==> src/rtl/pc_sequencer_pkg.sv <==
// Shared definitions for the program-counter sequencer: FSM state encoding
// and the default address / cycle-counter widths.
package pc_sequencer_pkg;

    // Default program-counter and branch-target width
    localparam int DEFAULT_D  = 10;
    // Default run-cycle counter width
    localparam int DEFAULT_CW = 16;

    // Sequencer control states
    typedef enum logic [1:0] {
        IDLE = 2'd0,
        RUN  = 2'd1,
        HALT = 2'd2
    } state_t;

endpackage

==> src/rtl/pc_sequencer.sv <==
// Program-counter sequencer. It starts at pc 0 on start and then steps pc by
// increment, stall or branch. Branch targets come from an external
// combinational table that is addressed by lut_addr. Execution stops on
// halt_req. A saturating counter records how many cycles were spent in RUN.
module pc_sequencer
    import pc_sequencer_pkg::*;
#(
    parameter int D  = DEFAULT_D,
    parameter int CW = DEFAULT_CW
) (
    input  logic          clk,
    input  logic          reset,
    input  logic          start,
    input  logic          stall,
    input  logic          halt_req,
    input  logic          branch_en,
    input  logic          taken,
    input  logic          branch_rel,
    input  logic [3:0]    branch_idx,
    input  logic [D-1:0]  lut_target,
    output logic [3:0]    lut_addr,
    output logic [D-1:0]  pc,
    output logic          running,
    output logic          done,
    output logic [CW-1:0] cycles
);

    state_t        state_reg, state_next;
    logic [D-1:0]  pc_reg, pc_next;
    logic [CW-1:0] cycles_reg, cycles_next;

    // The target table is looked up in the same cycle, so its index passes straight through
    assign lut_addr = branch_idx;

    // State, pc and cycle counter registers; reset clears them without waiting for a clock edge
    always_ff @(posedge clk or posedge reset) begin
        if (reset) begin
            state_reg  <= IDLE;
            pc_reg     <= '0;
            cycles_reg <= '0;
        end else begin
            state_reg  <= state_next;
            pc_reg     <= pc_next;
            cycles_reg <= cycles_next;
        end
    end

    // Next-state, next-pc and next-count logic; in RUN the priority is halt > stall > taken branch > increment
    always_comb begin
        state_next  = state_reg;
        pc_next     = pc_reg;
        cycles_next = cycles_reg;
        case (state_reg)
            IDLE, HALT: begin
                if (start) begin
                    state_next  = RUN;
                    pc_next     = '0;
                    cycles_next = '0;
                end
            end
            RUN: begin
                // Every RUN cycle counts, including stall and halt cycles
                if (cycles_reg != {CW{1'b1}}) begin
                    cycles_next = cycles_reg + CW'(1);
                end
                if (halt_req) begin
                    state_next = HALT;
                end else if (stall) begin
                    pc_next = pc_reg;
                end else if (branch_en && taken) begin
                    // A relative target is a D-bit two's-complement offset, so
                    // wrap-around addition gives the signed result
                    pc_next = branch_rel ? (pc_reg + lut_target) : lut_target;
                end else begin
                    pc_next = pc_reg + D'(1);
                end
            end
            default: begin
                state_next = IDLE;
            end
        endcase
    end

    // The status outputs are decoded from registered state only
    assign pc      = pc_reg;
    assign cycles  = cycles_reg;
    assign running = (state_reg == RUN);
    assign done    = (state_reg == HALT);

endmodule

==> config.mk <==
export PLATFORM = sky130hd
export DESIGN_NAME = pc_sequencer
export DESIGN_NICKNAME = d
export VERILOG_FILES = /design/src/rtl/pc_sequencer_pkg.sv /design/src/rtl/pc_sequencer.sv
export SDC_FILE = /design/constraint.sdc
export NUM_CORES = 1
export LEC_CHECK = 0
export CAP_MARGIN = 10
export CORE_ASPECT_RATIO = 1.2
export CORE_MARGIN = 4
export CORE_UTILIZATION = 48
export CTS_BUF_LIST = sky130_fd_sc_hd__clkbuf_8
export DETAILED_ROUTE_END_ITERATION = 10
export DONT_BUFFER_PORTS = 1
export HOLD_SLACK_MARGIN = 0.06
export PLACE_DENSITY = 0.65
export SLEW_MARGIN = 15
export SYNTH_ARGS = -nofsm -noshare
export SYNTH_HDL_FRONTEND = slang
export SYNTH_SLANG_ARGS = --single-unit
==> constraint.sdc <==
create_clock -name clk -period 2.2 [get_ports clk]
set_clock_uncertainty 0.15 [all_clocks]
set_input_delay 0.33 -clock clk [delete_from_list [all_inputs] [get_ports clk]]
set_output_delay 0.33 -clock clk [all_outputs]
set_load 0.01 [all_outputs]
==> impl_metrics.tcl, run 1 <==
set metrics [dict create \
    die-area_um2 5650 \
    tightest_slew_ps 498 \
    area_growth_pct 21.5 \
    vias_per_cell 5.95 \
    r2r_end "pc[4]" \
    slew_violations 0 \
    critical-path-top-delay-family "compound AO/OA/AOI/OAI gates" \
    slowest_delay_ps 430 \
    hp-class "in2reg" \
    finalSetupViolCount 0 \
    place_congestion 0.870 \
    worstSetupPathType "reg2reg" \
    cts_tree "yes" \
    clock_latency_ps 280 \
    ys_types 49 \
    drc 0 \
    clkPwrFrac 0.206 \
    diodes 0 \
    fin_area_um2 2630 \
    mostFrequentLayoutCells "29 x buf_4, 26 x nand2_1, 24 x nor2_1, 24 x dfrtp_1, 18 x o21ai_0" \
    maxSlewHeadroom 0.667 \
    synth-async-reset-ratio 1.00 \
    netlist_area_um2 2160 \
    avgSynthCellArea_um2 8.28 \
    cp-end-kind "flip-flop" \
    drt-pass1-iter-count 5 \
    finalHoldViolations 0 \
    min_period_ps 2200 \
    min_period_over_period 0.999 \
    io_buffers 0 \
    cp-endpoint "pc[4]" \
    finalSetupTns_ps 0 \
    ys_seq_area_frac 0.324 \
    initial_utilization 0.503 \
    worst-path-stages 9 \
    place_area_um2 2450 \
    grt_use_total 0.216 \
    grt_pass1_vias 2043 \
    synth_nets 295 \
    p_per_area_nw_per_um2 619 \
    pwr-share-comb 0.418 \
    worst-path-max-fanout 5 \
    die_h_um 81.5 \
    yosysWarnings 0 \
    clock_path_buffers 2 \
    core_region_area_um2 4290 \
    pin_count 54 \
    cp.buffers_inverters 2 \
    place_ws_ps -7.24 \
    cts.sinks 28 \
    intPower_w 0.00103 \
    layout_commonest_cell "buf_4" \
    swShare 0.366 \
    setup.worst_path.start "pc[1]" \
    crit_required_ps 2230 \
    cts_root_buf "clkbuf_8" \
    switchingPower_w 0.000595 \
    ys.flop_type "dfrtp_1" \
    grt_pass1_wl_um 9910 \
    rr_startpoint "pc[1]" \
    critPathLaunchType "flip-flop" \
    crit_arrival_ps 2220 \
    layout.nets 317 \
    max_cap_viol_count 0 \
    cts-htree-levels 1 \
    peakVddDrop_v 0.000411 \
    crit_chain "buf_4 -> inv_2 -> fa_2 -> nor2b_1 -> o21a_1 -> or3_1 -> a31oi_1 -> o2bb2ai_1 -> a22o_1" \
    cts_made_buffers 3 \
    grt-ovfl-total 0 \
    die_w_um 69.3 \
    synthCells 261 \
    grt_start_max_net_pins 29 \
    drt-initial-drc-count 133 \
    cp_slowest_cell "dfrtp_2" \
    path_clk_slew_ps 100 \
    synth_edf_count 0 \
    post_drt_wl_per_cell_um 17.6 \
    p_seq_frac 0.376 \
    max_freq_ghz 0.455 \
    ys_ff_latch 28 \
    rsz0062_at_grt "yes" \
    power_leakage_nw 1.10 \
    dpl.hpwl_um 4450 \
    grt_antenna_before_repair 0 \
    r2r_setup_slack_ps 3 \
    num_vias 2011 \
    totalWireLength_um 5950 \
    outcome "finished, final reports clean" \
    fp-row-count 26 \
    finalWorstSetupSlack_ps 3.03 \
    rr_worst_depth 9 \
    drive_gt1_frac 0.220 \
    largest_reg_flops 16 \
    final_antenna_net_count 0 \
]
## per-layer routing
layer | vias to the layer above | GRT usage | wire, µm
met5 | - | 0 | 0
met4 | 0 | 0.0723 | 68
met3 | 7 | 0.0428 | 317
met2 | 57 | 0.391 | 3090
met1 | 962 | 0.258 | 2470
li1 | 985 | - | -
## what timing repair did
action                     4_1_cts  5_1_grt
gates cloned                     0        0
gates resized for setup          6       16
hold endpoints to repair        30        0
hold buffers                     2        0
setup endpoints to repair        2        8
pin swaps                        5        5
buffers inserted                 1        1
## power groups by stage
stage                     combinational [W]  sequential [W]  clock, W
after floorplan                    0.000374        0.000667         0
after global placement             0.000613        0.000615         0
after detailed placement           0.000623        0.000618         0
after CTS                          0.000653        0.000608  0.000346
after global routing               0.000753        0.000619  0.000361
final                              0.000680        0.000611  0.000335
## worst reg2reg max path, cell delays in order (launching register included)
cell and delay [ps]:
dfrtp_2 430, buf_4 160, inv_2 70, fa_2 210, nor2b_1 50, o21a_1 220, or3_1 320, a31oi_1 150
o2bb2ai_1 100, a22o_1 240
## worst min path at each step
| stage | start | endpoint | slack (ps) | depth (start not counted) |
|---|---|---|---|---|
| 2_1_floorplan | reset | cycles[0] | 250 | 1 |
| 3_3_place_gp | reset | pc[0] | 170 | 2 |
| 3_5_place_dp | reset | cycles[3] | 170 | 2 |
| 4_1_cts | start | state_reg[1] | 90 | 2 |
| 5_1_grt | start | state_reg[1] | 100 | 2 |
| 6_report | start | state_reg[1] | 100 | 2 |
## synthesized netlist by cell type, drive strengths merged (5+ instances only)
| library cell | count | area, µm² |
|---|---|---|
| dfrtp | 28 | 701 |
| nor2 | 24 | 90.1 |
| and3 | 6 | 37.5 |
| nor3 | 9 | 45.0 |
| nand4 | 9 | 56.3 |
| nand3 | 12 | 65.1 |
| o21ai | 20 | 100 |
| xnor2 | 9 | 78.8 |
| inv | 11 | 41.3 |
| nand2 | 26 | 97.6 |
| a21oi | 9 | 45.0 |
| buf | 7 | 47.6 |
| xor2 | 9 | 78.8 |
| nor2b | 5 | 31.3 |
| clkbuf | 7 | 26.3 |
| ha | 11 | 138 |
## metrics by stage
| stage | power (W) | cells | hold WS, ps | utilization |
|---|---|---|---|---|
| finish | 0.00163 | 338 | 96.9 | 0.612 |
| global route | 0.00173 | 338 | 101 | 0.612 |
| CTS | 0.00161 | 337 | 93.9 | 0.596 |
| detailed placement | 0.00124 | 330 | 171 | 0.570 |
| global placement | 0.00123 | 330 | 170 | 0.570 |
| floorplan | 0.00104 | 261 | 245 | - |
## cell families after synthesis
kind of cell	Yosys count	synth area share
simple gates	109	0.256
compound gates	65	0.202
flops	28	0.324
buf+inv	25	0.0532
xor+xnor	18	0.0729
fa+ha+maj	12	0.0729
mux	4	0.0185
## area by class of cell
class | count | area [µm²]
Clock buffer | 4 | 55.1
Fill cell | 396 | 1670
Inverter | 11 | 41.3
Multi-Input combinational cell | 208 | 1520
Sequential cell | 28 | 706
Tap cell | 56 | 70.1
Timing Repair Buffer | 31 | 238
No activity file was read; power rests on OpenSTA's default activity.
==> inputs of run 2 (changes only) <==
CORE_UTILIZATION = 40   (was 48)
PLACE_DENSITY = not set   (was 0.65)
==> impl_metrics.tcl, run 2 (synthesis results as in run 1) <==
set metrics [dict create \
    maxSlewHeadroom 0.632 \
    power_leakage_nw 1.12 \
    clock_latency_ps 300 \
    grt_antenna_before_repair 0 \
    num_vias 2021 \
    place_congestion 0.893 \
    hold_depth 2 \
    worst-path-max-fanout 3 \
    critPathLaunchType "flip-flop" \
    grt-ovfl-total 0 \
    finalSetupViolCount 0 \
    worstSetupPathType "reg2reg" \
    area_growth_pct 24.0 \
    hold_end "state_reg[1]" \
    dpl.hpwl_um 4740 \
    die_h_um 88.5 \
    rsz0062_at_grt "yes" \
    finalHoldViolations 0 \
    crit_arrival_ps 2260 \
    fin_util 0.509 \
    place_ws_ps -2.60 \
    max_freq_ghz 0.462 \
    io_buffers 0 \
    initial_utilization 0.411 \
    r2r_setup_slack_ps 30 \
    crit_required_ps 2290 \
    drt-pass1-iter-count 4 \
    outcome "finished, final reports clean" \
    mostFrequentLayoutCells "31 x buf_4, 26 x nand2_1, 24 x nor2_1, 24 x dfrtp_1, 17 x o21ai_0" \
    tightest_slew_ps 549 \
    post_drt_wl_per_cell_um 17.8 \
    grt_pass1_wl_um 9820 \
    min_period_ps 2170 \
    p_per_area_nw_per_um2 645 \
    final_antenna_net_count 0 \
    cts_tree "yes" \
    drive_gt1_frac 0.228 \
    layout_commonest_cell "buf_4" \
    place_inst 336 \
    grt_use_total 0.194 \
    final_cells 347 \
    slew_violations 0 \
    rr_startpoint "pc[1]" \
    cts.sinks 28 \
    hp-class "in2reg" \
    r2r_end "pc[9]" \
    drt-initial-drc-count 97 \
    vias_per_cell 5.82 \
    die-area_um2 6650 \
    grt_pass1_vias 2044 \
    grt_start_max_net_pins 18 \
    fin_area_um2 2680 \
    cts-htree-levels 1 \
    diodes 0 \
    clock_path_buffers 2 \
    totalWireLength_um 6190 \
    min_period_over_period 0.985 \
    max_cap_viol_count 0 \
    drc 0 \
    fp-row-count 29 \
    core_region_area_um2 5260 \
    cts_made_buffers 3 \
    cp-end-kind "flip-flop" \
    place_area_um2 2450 \
    layout.nets 320 \
    pin_count 54 \
    finalWorstSetupSlack_ps 33.2 \
    path_clk_slew_ps 110 \
    peakVddDrop_v 0.000294 \
    min_from "start" \
    rr_worst_depth 7 \
    cts_root_buf "clkbuf_8" \
    largest_reg_flops 16 \
    die_w_um 75.1 \
]
==> run 2: worst max-delay path by stage <==
stage	start	slack (ps)	cells past startpoint	to
CTS	pc[1]	-0.6	7	pc[9]
floorplan	pc[1]	0.2	7	pc[9]
detailed placement	pc[1]	-3	7	pc[9]
global route	pc[0]	-50	7	pc[9]
finish	pc[1]	30	7	pc[9]
global placement	pc[1]	20	7	pc[9]
==> run 2: critical path: stages (launching register included) <==
cell and delay, ps:
dfrtp_2 440, ha_4 230, a211oi_4 280, nor4_2 90
a311o_1 310, a311o_1 290, a211o_1 260, nand4_1 60
==> run 2: timing repair <==
action,in CTS,in global routing
setup buffers,0,5
endpoints found under the setup margin,3,7
cloned,0,0
pin swaps,1,12
hold endpoints to repair,10,0
hold buffers,2,0
resized for setup,3,20
==> run 2: metal layers <==
| layer | routed length [µm] | part of all wire | vias to the layer above | track usage |
|---|---|---|---|---|
| met1 | 2510 | 0.40 | 964 | 0.226 |
| met5 | 0 | 0 | - | 0 |
| met2 | 3160 | 0.51 | 55 | 0.334 |
| li1 | - | - | 995 | - |
| met4 | 94 | 0.015 | 0 | 0.0793 |
| met3 | 426 | 0.069 | 7 | 0.0523 |
==> run 2: metrics by stage <==
step / hold slack, ps / total power, W / TNS, ps
3_3_place_gp: 92.4 / 0.00123 / 0
6_report: 79.0 / 0.00173 / 0
2_1_floorplan: 245 / 0.00104 / 0
4_1_cts: 75.9 / 0.00168 / -0.558
3_5_place_dp: 104 / 0.00124 / -5.08
5_1_grt: 89.6 / 0.00185 / -111
==> run 2: cell type report <==
cell class                 instances  area [µm²]
tap                               62        77.6
multi-input combinational        208        1520
inverter                          11        41.3
clock buffer                       3        41.3
timing repair buffer              34         264
sequential                        28         706
fill                             518        2580
clock inverter                     1        30.0
==> run 2: where the power goes <==
group          switching, W  total, W  internal, W
Clock              0.000189  0.000434     0.000245
Sequential        0.0000428  0.000610     0.000567
Combinational      0.000380  0.000683     0.000304
Total              0.000612   0.00173      0.00112
